`src/rtl/scan_pkg.sv`:
```
// Shared types and constants for the digit scan controller.
// The S_DEAD state only exists when SCAN_DEADTIME_EN is defined.
package scan_pkg;

    localparam int NUM_DIGITS = 4;
    localparam int SEL_W      = 2;

`ifdef SCAN_DEADTIME_EN
    typedef enum logic [1:0] {
        S_IDLE,
        S_ACTIVE,
        S_DEAD
    } scan_state_t;
`else
    typedef enum logic [1:0] {
        S_IDLE,
        S_ACTIVE
    } scan_state_t;
`endif

endpackage

```
`src/rtl/scan_sel_gen_tick_counter.sv`:
```
// Mod-N tick counter: counts 0..last while enabled, then wraps to 0.
// tc flags the enabled cycle in which the count sits on its terminal value.
module tick_counter #(
    parameter int W = 2
) (
    input  logic         clk,
    input  logic         rst_n,
    input  logic         clr,
    input  logic         en,
    input  logic [W-1:0] last,
    output logic         tc
);

    logic [W-1:0] count;

    assign tc = en && (count == last);

    always_ff @(posedge clk) begin
        if (!rst_n || clr) begin
            count <= '0;
        end else if (en) begin
            count <= (count == last) ? '0 : count + W'(1);
        end
    end

endmodule

```
`src/rtl/scan_sel_gen.sv`:
```
// Scan controller feeding the 2-to-4 digit decoder: steps sel through four
// positions at a programmable dwell; blanking between positions needs SCAN_DEADTIME_EN.
//
// state    | meaning
// S_IDLE   | run low: sel=0, en=0, counter held clear
// S_ACTIVE | dwelling on sel, en follows digit_mask[sel]
// S_DEAD   | blanking gap before advancing sel (SCAN_DEADTIME_EN only)
module scan_sel_gen
    import scan_pkg::*;
#(
    parameter int DWELL_CYCLES = 50000,
    parameter int DEAD_CYCLES  = 8
) (
    input  logic             clk,
    input  logic             rst_n,
    input  logic             run,
    input  logic [3:0]       digit_mask,
    input  logic [15:0]      data_in,
    output logic [SEL_W-1:0] sel,
    output logic             en,
    output logic [3:0]       data_out,
    output logic             frame_done
);

    localparam int CNT_MAX = (DWELL_CYCLES > DEAD_CYCLES) ? DWELL_CYCLES : DEAD_CYCLES;
    localparam int CNT_W   = (CNT_MAX > 1) ? $clog2(CNT_MAX) : 1;
    localparam logic [CNT_W-1:0] DWELL_LAST = CNT_W'(DWELL_CYCLES - 1);

    scan_state_t      state, state_n;
    logic [SEL_W-1:0] sel_n;
    logic             cnt_clr, cnt_en, cnt_tc, wrap;
    logic [CNT_W-1:0] cnt_last;

`ifdef SCAN_DEADTIME_EN
    localparam logic [CNT_W-1:0] DEAD_LAST = CNT_W'(DEAD_CYCLES - 1);
    assign cnt_last = (state == S_DEAD) ? DEAD_LAST : DWELL_LAST;
`else
    assign cnt_last = DWELL_LAST;
`endif

    tick_counter #(.W(CNT_W)) u_tick (
        .clk   (clk),
        .rst_n (rst_n),
        .clr   (cnt_clr),
        .en    (cnt_en),
        .last  (cnt_last),
        .tc    (cnt_tc)
    );

    // Dropping run wins over any terminal count, so sel never advances on the way out.
    always_comb begin
        state_n = state;
        sel_n   = sel;
        cnt_clr = 1'b0;
        cnt_en  = 1'b0;
        wrap    = 1'b0;
        if (!run) begin
            state_n = S_IDLE;
            sel_n   = '0;
            cnt_clr = 1'b1;
        end else begin
            case (state)
                S_IDLE: begin
                    state_n = S_ACTIVE;
                    sel_n   = '0;
                    cnt_clr = 1'b1;
                end
                S_ACTIVE: begin
                    cnt_en = 1'b1;
                    if (cnt_tc) begin
`ifdef SCAN_DEADTIME_EN
                        state_n = S_DEAD;
`else
                        sel_n = sel + SEL_W'(1);
                        wrap  = (sel == SEL_W'(NUM_DIGITS - 1));
`endif
                    end
                end
`ifdef SCAN_DEADTIME_EN
                S_DEAD: begin
                    cnt_en = 1'b1;
                    if (cnt_tc) begin
                        state_n = S_ACTIVE;
                        sel_n   = sel + SEL_W'(1);
                        wrap    = (sel == SEL_W'(NUM_DIGITS - 1));
                    end
                end
`endif
                default: begin
                    state_n = S_IDLE;
                    sel_n   = '0;
                    cnt_clr = 1'b1;
                end
            endcase
        end
    end

    // Outputs are registered from next-state values so they line up with state.
    always_ff @(posedge clk) begin
        if (!rst_n) begin
            state      <= S_IDLE;
            sel        <= '0;
            en         <= 1'b0;
            data_out   <= '0;
            frame_done <= 1'b0;
        end else begin
            state      <= state_n;
            sel        <= sel_n;
            en         <= (state_n == S_ACTIVE) && digit_mask[sel_n];
            data_out   <= data_in[{sel_n, 2'b00} +: 4];
            frame_done <= wrap;
        end
    end

endmodule
```
`config.mk`:
```
export PLATFORM = sky130hd
export DESIGN_NAME = scan_sel_gen
export DESIGN_NICKNAME = d
export VERILOG_FILES = /design/src/rtl/scan_pkg.sv /design/src/rtl/scan_sel_gen_tick_counter.sv /design/src/rtl/scan_sel_gen.sv
export SDC_FILE = /design/constraint.sdc
export NUM_CORES = 1
export LEC_CHECK = 0
export ABC_CLOCK_PERIOD_IN_PS = 2900
export CELL_PAD_IN_SITES_DETAIL_PLACEMENT = 1
export CELL_PAD_IN_SITES_GLOBAL_PLACEMENT = 1
export CORE_UTILIZATION = 36
export CTS_BUF_LIST = sky130_fd_sc_hd__clkbuf_4 sky130_fd_sc_hd__clkbuf_8 sky130_fd_sc_hd__clkbuf_16
export DETAILED_ROUTE_END_ITERATION = 6
export PLACE_DENSITY = 0.77
export REMOVE_ABC_BUFFERS = 1
export SYNTH_ARGS = -nofsm -noshare
export SYNTH_HDL_FRONTEND = slang
export SYNTH_SLANG_ARGS = --single-unit
export TNS_END_PERCENT = 30
```
`constraint.sdc`:
```
create_clock -name clk -period 2.9 [get_ports clk]
set_clock_uncertainty 0.2 [all_clocks]
set_input_delay 0.725 -clock clk [delete_from_list [all_inputs] [get_ports clk]]
set_output_delay 0.725 -clock clk [all_outputs]
set_load 0.01 [all_outputs]
```
==> run summary, run 1 <==
The flow ran to the end, and the final reports show no timing, DRC or antenna violations. The tools report the total leakage power as 0.5627 nW. During placement, the flow inserted port buffers numbering 30.

Most used flip-flop cell after synthesis: dfxtp_1. STA classifies the critical path startpoint as a register. The tools report the number of standard cells in the final layout excluding fillers as 209. For the sequential group share of total power, the log shows 0.600. Wires add up to 3348 um.

TritonCTS built the clock tree. The run gives 0.086 as the portion of total power attributed to combinational logic. The final weighted congestion of routability-driven global placement was 0.8535.

The logs give 31 for the number of placed I/O pins and 330 ps for the clock latency on the worst-skew pair. Cell type contributing the most total cell area after synthesis: dfxtp_1. The startpoint identified for the worst hold timing path is u_tick.count[0].

For the slack of the worst reg-to-reg path, the log shows 430 ps. In this run the post-CTS setup repair buffer count came out at 0. The fraction of layout instances using a drive strength above 1 came out at 0.07879. Clock tree synthesis selected as its root buffer the cell clkbuf_4.

The detail route stage leaves a number of antenna-violating nets equal to 0. In the layout the commonest cells are clkdlybuf4s50_1, dfxtp_1, nor2_1. The worst register-to-register path ends at data_out[1].

Including well taps, the total number of placed cells is 205. For the pin with the worst max-slew slack, the measured transition is 742.2 ps. The area growth from synthesis to layout is 33.40%.

For the HPWL reported at the end of detailed placement, the log shows 2592 um. The run gives 5161 um as the first-pass GRT wire length. The floorplan has 20 rows. In this run the critical register-to-register path is launched from u_tick.count[10]. The clock transition time at the flip-flop clock pins of the worst setup and hold paths is 150 ps. The count of hold buffers inserted by post-cts repair was 0.

The max-cap violation count was 0; the die footprint was 3640 um^2. The logs give 0.314 for the portion of total power attributed to the clock network and 0 for the total of warnings raised by yosys. The area fraction of the dominant cell type after synthesis was 0.4249.

STA puts the critical path data required time at 2920 ps. The number of flops mapped to enable cells by yosys was 0. The run gives 1 as the number of levels the H-tree was split into.

The tools report the post-cts gate resize count as 0. The logs give 0.5017 for the relative slew slack and 1225 um^2 for the summed instance area of the synthesized netlist. Counting distinct cell types in the post-synthesis netlist gives 35. The portion of the post-synthesis area used by sequential elements is 0.4249, and the power per cell area is 371.3 nW/um^2. Critical path endpoint category: a register. CTS saw 26 sinks. By startpoint and endpoint, the worst setup path is classified as register to register.

Entering global routing, the biggest net connects 17 pins. The run gives 0.1305 mW as the power dissipated by switching net loads. For the core area, the log shows 3128 um^2.

Measured in cells, the most critical reg-to-reg path has a length of 5. The largest voltage drop on the vdd net was 0.1730 mV. Total power for the finished layout comes to 0.6067 mW.

Summed over all failing endpoints, the final setup total negative slack is 0 ps. Subtracting the final worst setup slack from the clock period gives 2466 ps. Detailed-router iteration count before antenna repair: 4. The fraction of registers with async set/reset is 0. Setup violations remaining at the end of the flow were counted as 0.

Derived from the worst setup path, the maximum achievable clock frequency is 0.4055 GHz. The tools report the number of inserted diodes as 0. The switching share of total power works out to 0.2151.

Synthesis produced 130 cells. The run gives 0 as the total congestion overflow after global routing. The cell count of the worst hold path works out to 1.

Final-report hold violation count: 0. Final net count: 191. The number of vias after detailed routing is 1,091.

The starting density of the core is 0.3916. The maximum fanout along the worst path came out at 7. The number of global-route vias before repair was 1,095. The initial DRC count is 23. The die is 60.33 um tall. The clock passes through at most 2 buffers. By area the synthesized netlist is led by dfxtp_1, mux2i_1, xor2_1. The initial antenna violation count came out at 0.

The wire length per cell was 16.02 um. Destination of the worst hold path: u_tick.count[0]. After detailed routing, the number of remaining DRC violations is 0. The worst hold path belongs to the class register to register. In the routed layout, each cell is associated on average with a via count of 5.220. Setup repair after global routing left no endpoint under its margin.

The portion of the clock cycle consumed by the worst path in the final layout is 0.8503, and the number of CTS-inserted buffers is 3. After synthesis the netlist holds a flip-flop and latch count of 26. The library cell used most frequently in the layout, excluding fill and tap cells, is clkdlybuf4s50_1.

The floorplan step set the die width to 60.33 um. Internal power comes to 0.4762 mW. For the total global routing track utilization, the log shows 0.1980.

The tools report the count of pins over their slew limit as 0. A synthesized cell averages 9.423 um^2. The worst endpoint data arrival time is 2480 ps.
worst max path at each step:
stage | from | to | cells after the start
final | u_tick.count[10] | data_out[1] | 5
after global placement | run | u_tick.count[12] | 5
after global routing | u_tick.count[10] | data_out[3] | 5
after floorplan | u_tick.count[7] | data_out[0] | 5
after detailed placement | run | u_tick.count[10] | 5
after CTS | u_tick.count[10] | data_out[1] | 5
worst max-delay path: stages, from the launching register on:
cell,delay (ps)
dfxtp_1,400
or4_4,550
nor4_4,410
xnor2_1,410
mux2i_1,280
o22ai_1,110
sequential cells by signal, summed over array words and instances, names as in the netlist:
signal        cells
en                1
frame_done        1
u_tick.count     16
state             2
sel               2
data_out          4
stage by stage:
| stage | hold slack, ps | instance area [um^2] | setup WS [ps] | util |
|---|---|---|---|---|
| after floorplan | 217.6 | 1212 | 492.3 | - |
| after global placement | 233.7 | 1598 | 229.4 | 0.5108 |
| after detailed placement | 251.0 | 1598 | 131.1 | 0.5108 |
| after CTS | 281.9 | 1634 | 430.5 | 0.5224 |
| after global routing | 305.1 | 1634 | 341.6 | 0.5224 |
| final | 279.0 | 1634 | 434.1 | 0.5224 |
cell type report:
class	instances	area (um^2)
sequential	26	520.5
timing repair buffer	34	330.3
inverter	3	11.26
fill	370	1494
clock buffer	4	36.28
tap	44	55.05
multi-input combinational	98	680.7
layer usage:
metal / share of wire / track usage / vias to the layer above
met4: 0.0057 / 0.06312 / 0
met3: 0.018 / 0.03838 / 2
met2: 0.55 / 0.3721 / 12
met5: 0 / 0 / -
met1: 0.43 / 0.2224 / 540
li1: - / - / 537
kinds of logic after synthesis:
logic type / Yosys count / synth area share
buf+inv: 6 / 0.01941
flops: 26 / 0.4249
fa+ha+maj: 2 / 0.02043
other cells: 1 / 0.003061
simple gates: 57 / 0.2840
xor+xnor: 11 / 0.07865
mux: 13 / 0.1073
compound gates: 14 / 0.06231
synthesized netlist by cell type, types with 2 or more instances:
library cell,number
nand4_1,4
o22ai_1,5
nand2b_1,3
dfxtp_1,26
nand2_1,5
nand3b_1,3
or3_1,3
o21ai_0,4
or4_1,3
nand4b_1,2
inv_1,2
ha_1,2
nand3_1,7
a21oi_1,4
nor2_1,14
and3b_1,2
mux2i_1,12
xnor2_1,4
clkbuf_1,2
nor4_1,2
xor2_1,7
power by group through the flow:
stage / combinational, mW / clock [mW] / sequential [mW]
floorplan: 0.00978 / 0 / 0.373
global placement: 0.0501 / 0 / 0.372
detailed placement: 0.0524 / 0 / 0.372
CTS: 0.0528 / 0.194 / 0.364
global route: 0.0553 / 0.212 / 0.365
finish: 0.0521 / 0.190 / 0.364
Power figures use the tool's default switching activity.
==> inputs of run 2 (changes only) <==
--- a/config.mk
+++ b/config.mk
@@ -8,10 +8,11 @@
 export ABC_CLOCK_PERIOD_IN_PS = 2900
 export CELL_PAD_IN_SITES_DETAIL_PLACEMENT = 1
 export CELL_PAD_IN_SITES_GLOBAL_PLACEMENT = 1
+export CORE_MARGIN = 2
 export CORE_UTILIZATION = 36
 export CTS_BUF_LIST = sky130_fd_sc_hd__clkbuf_4 sky130_fd_sc_hd__clkbuf_8 sky130_fd_sc_hd__clkbuf_16
 export DETAILED_ROUTE_END_ITERATION = 6
-export PLACE_DENSITY = 0.77
+export PLACE_DENSITY = 0.79
 export REMOVE_ABC_BUFFERS = 1
 export SYNTH_ARGS = -nofsm -noshare
 export SYNTH_HDL_FRONTEND = slang
==> run 2 against run 1 <==
Net effect: combinational power rose by 1%; non-clock buffer count increased by 2; die area is 6.7% higher; clock power shrank 23%; power decreased by 7.1%; core utilization shrank 2.8 points; via count rose by 2.7%; sequential power about the same; largest power group unchanged; cell count grew 1.4%; register-to-register slack got worse by 96 ps; cell area up 0.23%; critical path depth is 1 higher.
==> run summary, run 2 (synthesis gave the netlist of run 1 again) <==
For this design, the sink count on the clock tree is 26. For the total global routing track utilization, the log shows 0.1756. The largest registers in the layout are u_tick.count x16, data_out x4. The die is 62.33 um tall. The initial antenna violation count came out at 0.

For this design, the CTS-stage hold fixing added 0 buffers. The wire length per cell was 14.70 um. Leaving out fill and tap cells, the most frequent cells in the layout are clkdlybuf4s50_1, dfxtp_1, nor2_1. The run gives 3 as the number of CTS-inserted buffers. Portion of the clock cycle consumed by the worst path in the final layout: 0.8834. The first-pass GRT wire length was 5589 um. OpenSTA, run right after detailed placement, puts the worst setup slack at 89.06 ps. The repair_antennas step left the layout with diodes totalling 0. The core area came out at 3311 um^2.

The critical path endpoint category was a register. TritonCTS built the clock tree. After legalization and detailed placement, the total HPWL measured 2575 um. The setup slack of the critical path after layout was 338.1 ps. The number of levels the H-tree was split into is 1. Routability-driven placement finished with a final weighted congestion of 0.8197.

For the relative slew slack, the log shows 0.5646. The final net count was 193; the total wirelength of the detailed-routed design was 3116 um. The type of the worst setup path was register to register. In this run the worst path has a maximum fanout of 7. The final-report hold violation count is 0, and the fmax is 0.3903 GHz. The die is 62.33 um wide. The count of buffers inserted at the top-level ports works out to 30. The type of the most critical hold path is register to register.

The count of pins over their slew limit came out at 0. The register with the most flip-flops was u_tick.count. Clock-pin slew was measured on the worst setup and hold paths at 130 ps. The root buffer cell chosen for the clock tree is clkbuf_4. No sink is reached through more buffers than the 2 on the longest clock path. The run gives 48 as the initial DRC count. The worst endpoint required time is 2900 ps. 31 I/O pins were placed.

After clock tree synthesis, the setup repair step added 0 buffers. For the number of global-route vias before repair, the log shows 1,261. The fraction of layout instances using a drive strength above 1 is 0.08434. The power per cell area works out to 344.3 nW/um^2. The final number of setup-violating endpoints was 0; the detail-routed via count per cell was 5.288. STA classifies the critical path startpoint as a register. Setup repair after global routing left no endpoint under its margin. After clock tree synthesis, the repair step resized 0 gates. The post-route DRC violation count came out at 0. The worst endpoint data arrival time was 2560 ps. For this design the static power due to leakage is 0.5651 nW. The clock period minus worst slack was 2562 ps; the detailed-router iteration count before antenna repair was 4. In the final timing run, aggregate negative setup slack is 0 ps.

For the number of standard-cell rows in the floorplan, the log shows 21. For the pin with the worst max-slew slack, the measured transition is 648.5 ps. Entering global routing, the biggest net connects 14 pins.

Power comes to 0.5638 mW. The final route contains 1,121 vias. For the worst-skew pair, the clock arrives at the later sink with an insertion delay of 310 ps. The die footprint was 3885 um^2.

Across the run, the number of max-cap violations was 0. The starting density of the core came out at 0.3700. The number of flip-flops under the largest register name is 16.

The run finished with clean final reports. The logs give 0 for the number of routed nets with antenna violations and 0.1595 mV for the largest voltage drop on the vdd net. Most common cell after layout, fill and taps aside: clkdlybuf4s50_1.

The area growth from synthesis to layout is 33.71%. The total congestion overflow after global routing was 0.
[run 2: path summary, 6_finish.rpt]
check	from	endpoint	slack, ps	cells past startpoint
worst max-delay path	u_tick.count[10]	data_out[2]	340	6
worst min-delay path	u_tick.count[0]	u_tick.count[0]	250	1
worst max register to register	u_tick.count[10]	data_out[2]	340	6
worst min register to register	u_tick.count[0]	u_tick.count[0]	250	1
[run 2: per-layer routing]
| metal | vias to the layer above | wire length (um) | GRT usage |
|---|---|---|---|
| met3 | 8 | 175 | 0.05072 |
| met4 | 0 | 51 | 0.04722 |
| met2 | 45 | 1617 | 0.3207 |
| met1 | 528 | 1271 | 0.1993 |
| met5 | - | 0 | 0 |
| li1 | 540 | - | - |
[run 2: area by class of cell]
| cell class | instances | area, um^2 |
|---|---|---|
| Sequential cell | 26 | 520.5 |
| Clock buffer | 3 | 22.52 |
| Inverter | 3 | 11.26 |
| Timing Repair Buffer | 36 | 345.3 |
| Fill cell | 402 | 1673 |
| Tap cell | 46 | 57.56 |
| Multi-Input combinational cell | 98 | 680.7 |
[run 2: metrics by stage]
stage               hold WS, ps  std cells  utilization  instance area (um^2)
finish                    251.8        212       0.4947                  1638
CTS                       257.7        212       0.4947                  1638
floorplan                 217.6        127            -                  1212
global route              300.2        212       0.4947                  1638
detailed placement        235.8        209       0.4879                  1615
global placement          229.9        209       0.4879                  1615
[run 2: power by group]
group	switching (mW)	total (mW)	internal, mW
Clock	0.0986	0.147	0.0485
Combinational	0.0151	0.0526	0.0375
Sequential	0.00218	0.364	0.362
Total	0.116	0.564	0.448
[run 2: worst max-delay path, cell delays in order, from the launching register on]
cell     delay (ps)
dfxtp_1         390
or4_4           540
nor4_4          400
mux2i_1         380
buf_4           210
mux2i_1         230
o22ai_1         110
==> inputs of run 3 (changes only) <==
--- a/config.mk
+++ b/config.mk
@@ -8,7 +8,7 @@
 export ABC_CLOCK_PERIOD_IN_PS = 2900
 export CELL_PAD_IN_SITES_DETAIL_PLACEMENT = 1
 export CELL_PAD_IN_SITES_GLOBAL_PLACEMENT = 1
-export CORE_MARGIN = 2
+export CORE_MARGIN = 3
 export CORE_UTILIZATION = 36
 export CTS_BUF_LIST = sky130_fd_sc_hd__clkbuf_4 sky130_fd_sc_hd__clkbuf_8 sky130_fd_sc_hd__clkbuf_16
 export DETAILED_ROUTE_END_ITERATION = 6
==> run 3 against run 2 <==
Net effect: via count decreased by 5.3%; critical path type unchanged; worst setup slack improved by 89 ps; largest power group unchanged; maximum frequency is 3.6% higher; largest cell class unchanged.
==> run summary, run 3 (synthesis gave the netlist of run 1 again) <==
The flow ran to the end, and the final reports show no timing, DRC or antenna violations. Critical-path cell with the highest stage delay: or4_4. The count of nets left with antenna violations once routing finished came out at 0. Across the VDD grid, the largest voltage drop is 0.2138 mV. The floorplan step set the die width to 64.33 um.

The maximum single-stage delay on the critical path was 550 ps. The largest registers in the layout are u_tick.count x16, data_out x4. The tools report the maximum clock path buffer count as 2. The count of hold buffers inserted by post-cts repair is 0.

TritonCTS built the clock tree. For this run, the detailed router's first-pass iteration total came to 4. The most common cell after layout, fill and taps aside is clkdlybuf4s50_1.

Entering global routing, the biggest net connects 17 pins. The portion of the clock cycle consumed by the worst path in the final layout was 0.8528; the total wirelength of the detailed-routed design was 3187 um. The run gives 3 as the number of CTS-inserted buffers. The first global-routing pass estimated 5395 um of wire. The tools report the final weighted congestion of routability-driven global placement as 0.7694. In this run the vertical extent of the chip is 64.33 um.

The core area was 3153 um^2; the post-cts gate resize count was 0. The number of inserted diodes is 0. After detailed routing, the average wire length per cell comes to 15.25 um.

The initial antenna violation count is 0, and the number of flip-flops under the largest register name is 16. The analysis attributes to cell leakage a power of 0.5627 nW. STA classifies the critical path startpoint as a register. In this run the critical register-to-register path is launched from u_tick.count[10].

The kind of cell adding the most delay to the critical path is simple AND/OR/NAND/NOR gates. After clock tree synthesis, the clock-pin slew on the worst setup and hold paths is 150 ps. Setup repair after global routing left no endpoint under its margin. Compared with the post-synthesis result, the final layout area differs by 33.40%. The startpoint of the most critical setup path was u_tick.count[10].

The count of buffers inserted at the top-level ports is 30. The run gives 1,062 as the number of vias after detailed routing. The relative slew slack was 0.4881. The tree built by TritonCTS fans out to 26 sinks. Summed over all failing endpoints, the final setup total negative slack is 0 ps.

STA classifies the critical path endpoint as a register. The slack of the worst reg-to-reg path was 430 ps; the maximum fanout along the worst path was 7. For the pin with the worst max-slew slack, the measured transition is 762.3 ps.

For this run, design rule violations remaining after detail routing come to 0. After layout, the minimum clock period comes to 2473 ps. Setup violations remaining at the end of the flow were counted as 0. Once the clock tree was built, the setup fixing pass inserted 0 buffers. Clock latency on the worst-skew pair: 320 ps. The worst setup path is of the register to register kind. The tools report the number of global-route vias before repair as 1,123.

The total global routing track utilization was 0.1661. The worst register-to-register path ends at data_out[2]. The wire-length estimate of the detail-placed layout is 2631 um. The count of pins over their slew limit came out at 0. The critical path ends at data_out[2]. The total overflow left after global routing is 0. The utilization after layout came out at 0.5183.

In the routed layout, each cell is associated on average with a via count of 5.081. For the fmax, the log shows 0.4044 GHz. The register with the most flip-flops was u_tick.count. The cell sitting at the root of the clock tree is a clkbuf_4.

The tools report the starting density of the core as 0.3885. The critical path goes through or4_4, nor4_4, xnor2_1, mux2i_1, o22ai_1. The power per cell area is 365.3 nW/um^2.

The initialized floorplan defines 20 standard-cell rows. The count of buffering cells on the critical path with inverters included is 0, and the final-report hold violation count is 0. After the last flow step, the layout net total stands at 191. The type of the most critical hold path was register to register. In the layout the commonest cells are clkdlybuf4s50_1, dfxtp_1, nor2_1. The die footprint is 4138 um^2. The fraction of layout instances using a drive strength above 1 is 0.07879, and the max-cap violation count is 0. The run gives 1 as the number of levels the H-tree was split into. The cell count of the worst reg-to-reg path was 5. The run gives 2470 ps as the worst endpoint data arrival time.

The critical path runs through a total of 5 cells. After the first detailed-routing iteration, the DRC count stood at 35. STA puts the critical path data required time at 2900 ps. For the number of placed I/O pins, the log shows 31.
==> run 3: cell types whose count changed in the layout (fill, tap and decap cells not counted), sizes merged <==
cell / before / now
buf: 6 / 4
clkbuf: 3 / 4
==> run 3: worst min-delay path by stage <==
stage | start | to | slack (ps) | cells after the start
6_report | u_tick.count[0] | u_tick.count[0] | 290 | 1
3_5_place_dp | u_tick.count[0] | u_tick.count[0] | 280 | 1
5_1_grt | u_tick.count[0] | u_tick.count[0] | 330 | 1
3_3_place_gp | u_tick.count[0] | u_tick.count[0] | 230 | 1
4_1_cts | u_tick.count[0] | u_tick.count[0] | 300 | 1
2_1_floorplan | u_tick.count[0] | u_tick.count[0] | 220 | 1
==> run 3: layout make-up <==
class | instances | area (um^2)
Multi-Input combinational cell | 98 | 680.7
Tap cell | 44 | 55.05
Inverter | 3 | 11.26
Sequential cell | 26 | 520.5
Timing Repair Buffer | 34 | 330.3
Fill cell | 394 | 1519
Clock buffer | 4 | 36.28
==> run 3: power by group <==
part	leakage, nW	switching [mW]	internal, mW	total, mW
clock	0.0210	0.105	0.0766	0.181
combinational	0.331	0.0147	0.0371	0.0518
sequential	0.211	0.00189	0.362	0.364
total	0.563	0.121	0.476	0.597
==> run 3: metrics by stage <==
stage	std cells	power [mW]	worst slack, ps	instance area, um^2	hold slack, ps
after floorplan	127	0.3830	492.3	1212	217.6
after global placement	205	0.4221	237.1	1598	231.5
after detailed placement	205	0.4239	108.2	1598	278.3
after CTS	209	0.6069	403.9	1634	300.0
after global routing	209	0.6270	280.3	1634	326.2
final	209	0.5970	427.0	1634	289.2
==> run 3: layer usage <==
| metal | routed length (um) | GRT usage | part of all wire | vias to the layer above |
|---|---|---|---|---|
| met5 | 0 | 0 | 0 | - |
| met3 | 43 | 0.02636 | 0.013 | 2 |
| li1 | - | - | - | 536 |
| met1 | 1353 | 0.1953 | 0.42 | 518 |
| met4 | 13 | 0.03166 | 0.0041 | 0 |
| met2 | 1776 | 0.3144 | 0.56 | 6 |
